--- src/rtl/pong_io_pkg.sv ---
// pong_io_pkg
// Shared definitions for the pong board I/O blocks:
//   - rep_state_e : per-channel auto-repeat FSM states
//   - cnt_width() : counter width able to hold the value n (never 0 bits)
//   - max_u()     : larger of two unsigned values, for sizing shared counters
//   - *_100MHZ    : default timing constants for the 100 MHz board clock
package pong_io_pkg;

    typedef enum logic [1:0] {
        R_IDLE   = 2'd0,
        R_DELAY  = 2'd1,
        R_REPEAT = 2'd2
    } rep_state_e;

    localparam int unsigned DEBOUNCE_CYCLES_100MHZ = 32'd1_000_000;  // 10 ms
    localparam int unsigned REPEAT_DELAY_100MHZ    = 32'd50_000_000; // 500 ms
    localparam int unsigned REPEAT_PERIOD_100MHZ   = 32'd10_000_000; // 100 ms

    function automatic int unsigned cnt_width(input int unsigned n);
        return (n == 0) ? 1 : $clog2(n + 1);
    endfunction

    function automatic int unsigned max_u(input int unsigned a,
                                          input int unsigned b);
        return (a > b) ? a : b;
    endfunction

endpackage

--- src/rtl/button_channel.sv ---
// button_channel
// One button input path: two-flop synchroniser, counter debouncer, rise/fall
// pulse generation and (with AUTOREPEAT_EN defined) an auto-repeat FSM that
// turns a held button into a periodic press stream.
//
// Ports:
//   clk_i        system clock, rising edge
//   rst_i        asynchronous active-high reset
//   btn_i        raw asynchronous button level (1 = pressed)
//   level_o      debounced level
//   press_o      one-cycle pulse on debounced rise or repeat tick
//   release_o    one-cycle pulse on debounced fall
//   press_next_o value press_o will take at the next edge, so the parent can
//                register a derived output that stays aligned with press_o
//
// Build option: AUTOREPEAT_EN (undefined: no repeat logic is generated).
module button_channel
    import pong_io_pkg::*;
#(
    parameter int unsigned DEBOUNCE_CYCLES = DEBOUNCE_CYCLES_100MHZ,
    parameter int unsigned REPEAT_DELAY    = REPEAT_DELAY_100MHZ,
    parameter int unsigned REPEAT_PERIOD   = REPEAT_PERIOD_100MHZ
) (
    input  logic clk_i,
    input  logic rst_i,
    input  logic btn_i,
    output logic level_o,
    output logic press_o,
    output logic release_o,
    output logic press_next_o
);

    localparam int unsigned     CW       = cnt_width(DEBOUNCE_CYCLES);
    localparam logic [CW-1:0]   CNT_LAST = CW'(DEBOUNCE_CYCLES - 1);

    logic          s1_q, s2_q;
    logic          level_q, level_d;
    logic [CW-1:0] cnt_q, cnt_d;
    logic          press_q, press_d;
    logic          release_q, release_d;
    logic          rise, fall;

`ifdef AUTOREPEAT_EN
    localparam int unsigned   RW         = cnt_width(max_u(REPEAT_DELAY, REPEAT_PERIOD));
    localparam logic [RW-1:0] DELAY_LAST = RW'(REPEAT_DELAY - 1);
    localparam logic [RW-1:0] PER_LAST   = RW'(REPEAT_PERIOD - 1);

    rep_state_e    rstate_q;
    logic [RW-1:0] rcnt_q;
    logic          rep_fire;
`endif

    // Synchroniser
    always_ff @(posedge clk_i or posedge rst_i) begin
        if (rst_i) begin
            s1_q <= 1'b0;
            s2_q <= 1'b0;
        end else begin
            s1_q <= btn_i;
            s2_q <= s1_q;
        end
    end

    // Debounce next-state and pulse generation
    always_comb begin
        level_d = level_q;
        cnt_d   = '0;
        if (s2_q != level_q) begin
            if (cnt_q == CNT_LAST) begin
                level_d = s2_q;
            end else begin
                cnt_d = cnt_q + CW'(1);
            end
        end
        rise      = level_d & ~level_q;
        fall      = ~level_d & level_q;
        release_d = fall;
`ifdef AUTOREPEAT_EN
        // A falling level wins over a due repeat tick in the same cycle.
        rep_fire = 1'b0;
        if (!fall) begin
            case (rstate_q)
                R_DELAY:  rep_fire = (rcnt_q == DELAY_LAST);
                R_REPEAT: rep_fire = (rcnt_q == PER_LAST);
                default:  rep_fire = 1'b0;
            endcase
        end
        press_d = rise | rep_fire;
`else
        press_d = rise;
`endif
    end

    always_ff @(posedge clk_i or posedge rst_i) begin
        if (rst_i) begin
            level_q   <= 1'b0;
            cnt_q     <= '0;
            press_q   <= 1'b0;
            release_q <= 1'b0;
        end else begin
            level_q   <= level_d;
            cnt_q     <= cnt_d;
            press_q   <= press_d;
            release_q <= release_d;
        end
    end

`ifdef AUTOREPEAT_EN
    // Auto-repeat FSM; its pulse output is registered through press_q.
    always_ff @(posedge clk_i or posedge rst_i) begin
        if (rst_i) begin
            rstate_q <= R_IDLE;
            rcnt_q   <= '0;
        end else if (fall) begin
            rstate_q <= R_IDLE;
            rcnt_q   <= '0;
        end else begin
            case (rstate_q)
                R_IDLE: begin
                    rcnt_q <= '0;
                    if (rise) rstate_q <= R_DELAY;
                end
                R_DELAY: begin
                    if (rcnt_q == DELAY_LAST) begin
                        rstate_q <= R_REPEAT;
                        rcnt_q   <= '0;
                    end else begin
                        rcnt_q <= rcnt_q + RW'(1);
                    end
                end
                R_REPEAT: begin
                    if (rcnt_q == PER_LAST) rcnt_q <= '0;
                    else                    rcnt_q <= rcnt_q + RW'(1);
                end
                default: begin
                    rstate_q <= R_IDLE;
                    rcnt_q   <= '0;
                end
            endcase
        end
    end
`endif

    assign level_o      = level_q;
    assign press_o      = press_q;
    assign release_o    = release_q;
    assign press_next_o = press_d;

endmodule

--- src/rtl/pmod_button_conditioner.sv ---
// pmod_button_conditioner
// Multi-channel conditioner for the PMOD breadboard buttons. Each channel is
// synchronised, debounced and edge-detected independently by button_channel;
// this level replicates the channel and produces the polarity-adjusted,
// registered pulse output.
//
// Ports:
//   clk_i      system clock, rising edge
//   rst_i      asynchronous active-high reset
//   btn_in_i   [CHANNELS] raw button levels (1 = pressed)
//   level_o    [CHANNELS] debounced levels
//   press_o    [CHANNELS] one-cycle press pulses (incl. repeat ticks)
//   release_o  [CHANNELS] one-cycle release pulses
//   out_o      [CHANNELS] press_o with OUT_ACTIVE_LOW polarity, registered
//
// Build option: AUTOREPEAT_EN enables per-channel auto-repeat.
module pmod_button_conditioner
    import pong_io_pkg::*;
#(
    parameter int unsigned CHANNELS        = 2,
    parameter int unsigned DEBOUNCE_CYCLES = DEBOUNCE_CYCLES_100MHZ,
    parameter bit          OUT_ACTIVE_LOW  = 1'b1,
    parameter int unsigned REPEAT_DELAY    = REPEAT_DELAY_100MHZ,
    parameter int unsigned REPEAT_PERIOD   = REPEAT_PERIOD_100MHZ
) (
    input  logic                clk_i,
    input  logic                rst_i,
    input  logic [CHANNELS-1:0] btn_in_i,
    output logic [CHANNELS-1:0] level_o,
    output logic [CHANNELS-1:0] press_o,
    output logic [CHANNELS-1:0] release_o,
    output logic [CHANNELS-1:0] out_o
);

    // XOR with this mask applies the polarity; it is also the idle/reset value.
    localparam logic [CHANNELS-1:0] OUT_IDLE = OUT_ACTIVE_LOW ? '1 : '0;

    logic [CHANNELS-1:0] press_next;
    logic [CHANNELS-1:0] out_q, out_d;

    for (genvar g = 0; g < CHANNELS; g++) begin : g_ch
        button_channel #(
            .DEBOUNCE_CYCLES (DEBOUNCE_CYCLES),
            .REPEAT_DELAY    (REPEAT_DELAY),
            .REPEAT_PERIOD   (REPEAT_PERIOD)
        ) u_ch (
            .clk_i        (clk_i),
            .rst_i        (rst_i),
            .btn_i        (btn_in_i[g]),
            .level_o      (level_o[g]),
            .press_o      (press_o[g]),
            .release_o    (release_o[g]),
            .press_next_o (press_next[g])
        );
    end

    always_comb begin
        out_d = press_next ^ OUT_IDLE;
    end

    always_ff @(posedge clk_i or posedge rst_i) begin
        if (rst_i) out_q <= OUT_IDLE;
        else       out_q <= out_d;
    end

    assign out_o = out_q;

endmodule

--- config.mk ---
export PLATFORM = sky130hd
export DESIGN_NAME = pmod_button_conditioner
export DESIGN_NICKNAME = d
export VERILOG_FILES = /design/src/rtl/pong_io_pkg.sv /design/src/rtl/button_channel.sv /design/src/rtl/pmod_button_conditioner.sv
export SDC_FILE = /design/constraint.sdc
export NUM_CORES = 1
export LEC_CHECK = 0
export ABC_AREA = 1
export CORE_AREA = 5 5 80 82
export CTS_CLUSTER_SIZE = 12
export DETAILED_ROUTE_END_ITERATION = 16
export DIE_AREA = 0 0 85 87
export DONT_BUFFER_PORTS = 1
export GPL_TIMING_DRIVEN = 1
export PLACE_DENSITY = 0.75
export RECOVER_POWER = 50
export REMOVE_ABC_BUFFERS = 1
export SYNTH_ARGS = -nofsm -noshare
export SYNTH_HDL_FRONTEND = slang
export SYNTH_SLANG_ARGS = --single-unit
--- constraint.sdc ---
create_clock -name clk_i -period 4.1 [get_ports clk_i]
set_clock_uncertainty 0.15 [all_clocks]
set_input_delay 0.41 -clock clk_i [delete_from_list [all_inputs] [get_ports clk_i]]
set_output_delay 0.41 -clock clk_i [all_outputs]
set_load 0.02 [all_outputs]
==> out/metrics.yaml <==
power.density_nw_per_um2: 298
cp_slowest_stage_delay_ns: 0.69
vias: 2066
stdcell_area_um2: 2890
regToRegSetupSlack_ns: 1.97
fmax_ghz: 0.470
grt_start_max_net_pins: 53
r2r_cells: 6
fin_util_pct: 50.9
synth_warnings: 0
crit_path_end: "g_ch[0].u_ch.cnt_q[6]"
status: "finished clean"
dieHeight_um: 87
startpoint: "g_ch[0].u_ch.level_o"
synthCells: 338
cpMostUsedCell: "nor2_1"
cts.root.buffer_cell: "clkbuf_8"
start_util_pct: 47.9
layout_common_cells: "nor2_1 (89), nand2_1 (53), dfrtp_1 (50)"
path_cells: "inv_1 > nor2_1 > nor2_1 > inv_1 > nand2_1 > nor2_1"
slew_headroom_pct: 38.6
post-cts-setup-buffer-count: 0
gr-usage-all-layers_pct: 15.0
dieArea_um2: 7400
core-area_um2: 5680
diodes: 0
wl_per_cell_um: 11.9
worst_ep_arrival_time_ns: 2.17
min_period_ns: 2.13
io_buffer_count: 0
dp_slack_ns: 2.02
syn-cell-area_um2: 2720
clk_latency_ns: 0.30
drtIter0Drc: 111
drc: 0
p_leak_nw: 1.20
fin_setup_tns_ns: 0
drive_above_1_share_pct: 10.2
r2r_end: "g_ch[0].u_ch.cnt_q[6]"
fin_ws_ns: 1.97
crit_fanout: 12
routed_via_density: 4.95
first_pass_iters: 4
yosysSeqAreaShare_pct: 48.0
area_growth_pct: 6.22
fp.dieW_um: 85
start_kind: "flip-flop"
cts_resized: 0
crit_path_end_kind: "flip-flop"
dp_hpwl_mm: 3.68
layout_commonest_cell: "nor2_1"
setup_viol: 0
syn_avg_cell_area_um2: 8.04
rows: 28
synth_seq_cells: 52
rsz0062_at_grt: "false"
synth.distinct_cells: 26
hp-class: "primary input to asynchronous set/reset pin"
gp_congestion: 0.904
grt_pass1_wl_mm: 9.19
worstSetupPathType: "flip-flop to flip-flop"
placed_area_um2: 2770
maxCapViolCount: 0
vdd_drop_max_mv: 0.140
tightestPinTransition_ns: 0.917
cts_buffer_depth: 2
final_nets: 347
critPathRequiredTime_ns: 4.14
cts_tree: "built"
io_pins: 12
clk_pin_slew_ns: 0.09
drtAntennaViolNets: 0
drv_slew: 0
htree_levels: 2
hold_violations: 0
period_share_pct: 51.9
slowest_stage: "nor2_1"
grt_pass1_vias: 2060
wl_mm: 4.97
reg2reg_from: "g_ch[0].u_ch.level_o"
cts_inserted_buffers: 5
grt-ovfl-total: 0
antenna_found_initial: 0
clock-sinks: 52
## through the flow
| step | std cells | power (mW) | hold WS [ns] |
|---|---|---|---|
| detailed placement | 407 | 0.566 | 0.192 |
| global route | 417 | 0.902 | 0.121 |
| finish | 417 | 0.861 | 0.0381 |
| CTS | 417 | 0.872 | 0.0333 |
| global placement | 407 | 0.565 | 0.183 |
| floorplan | 331 | 0.558 | 0.181 |
## per-layer routing
metal	GRT usage, %	share of wire, %
met1	20.9	49
met4	5.04	1.1
met2	24.0	46
met5	0	0
met3	2.27	4.6
## sequential cells by signal (all words and copies together) (netlist names)
name                 flops
g_ch.u_ch.cnt_q         40
g_ch.u_ch.press_o        2
g_ch.u_ch.s2_q           2
g_ch.u_ch.s1_q           2
out_o                    2
g_ch.u_ch.level_o        2
g_ch.u_ch.release_o      2
## cell usage after synthesis, drive strengths merged
cell type  number  share of area [%]
inv            37                5.1
nand3          36                7.5
o31ai           1               0.28
nor3b           2               0.55
dfstp           2                1.9
buf             7                1.8
a21oi           3               0.55
o21ai           5               0.92
and2            2               0.46
nor4            1               0.23
nand4           6                1.4
nand2          56                8.0
dfrtp          50                 46
nor3           10                2.8
xnor2           6                1.9
ha              2               0.92
nor2           98                 15
xor2           14                4.5
## final cells by class
type                       instances  area, um2
sequential                        52       1300
fill                             525       2790
clock buffer                       6       82.6
timing repair buffer               3       27.5
multi-input combinational        242       1220
tap                               75       93.8
inverter                          37        139
clock inverter                     2       15.0
## critical path, delay by kind of cell (launching register included)
family,cells,cell delay (ns)
buffers and inverters,2,0.33
DFF,1,0.51
and+or+nand+nor,4,1.03
## where the power goes
part	internal, mW	switching (mW)	total (mW)
registers	0.519	0.00445	0.524
clock network	0.137	0.167	0.304
logic	0.00846	0.0247	0.0332
## cells by family (layout without fill, tap and decap cells)
| group | after synthesis | count (layout) | share of synthesized area [%] |
|---|---|---|---|
| AO/OA/AOI/OAI | 9 | 9 | 1.75 |
| adder cells (fa/ha/maj) | 2 | 2 | 0.921 |
| XOR/XNOR | 20 | 20 | 6.45 |
| buffers and inverters | 44 | 48 | 6.95 |
| flip-flops | 52 | 52 | 48.0 |
| AND/OR/NAND/NOR | 211 | 211 | 36.0 |
## worst min path at each step
| stage | start | to | slack [ns] |
|---|---|---|---|
| 2_1_floorplan | g_ch[0].u_ch.s1_q | g_ch[0].u_ch.s2_q | 0.18 |
| 3_3_place_gp | g_ch[1].u_ch.s1_q | g_ch[1].u_ch.s2_q | 0.18 |
| 3_5_place_dp | g_ch[1].u_ch.s1_q | g_ch[1].u_ch.s2_q | 0.19 |
| 4_1_cts | rst_i | g_ch[0].u_ch.cnt_q[18] | 0.03 |
| 5_1_grt | rst_i | g_ch[1].u_ch.cnt_q[2] | 0.12 |
| 6_report | rst_i | g_ch[1].u_ch.cnt_q[2] | 0.04 |
## timing repair
| action | CTS | global route |
|---|---|---|
| endpoints found under the setup margin | 0 | 0 |
| endpoints found under the hold margin | 2 | 0 |
| hold buffers | 2 | 0 |
Note: power is estimated with default switching activity, not from simulation.
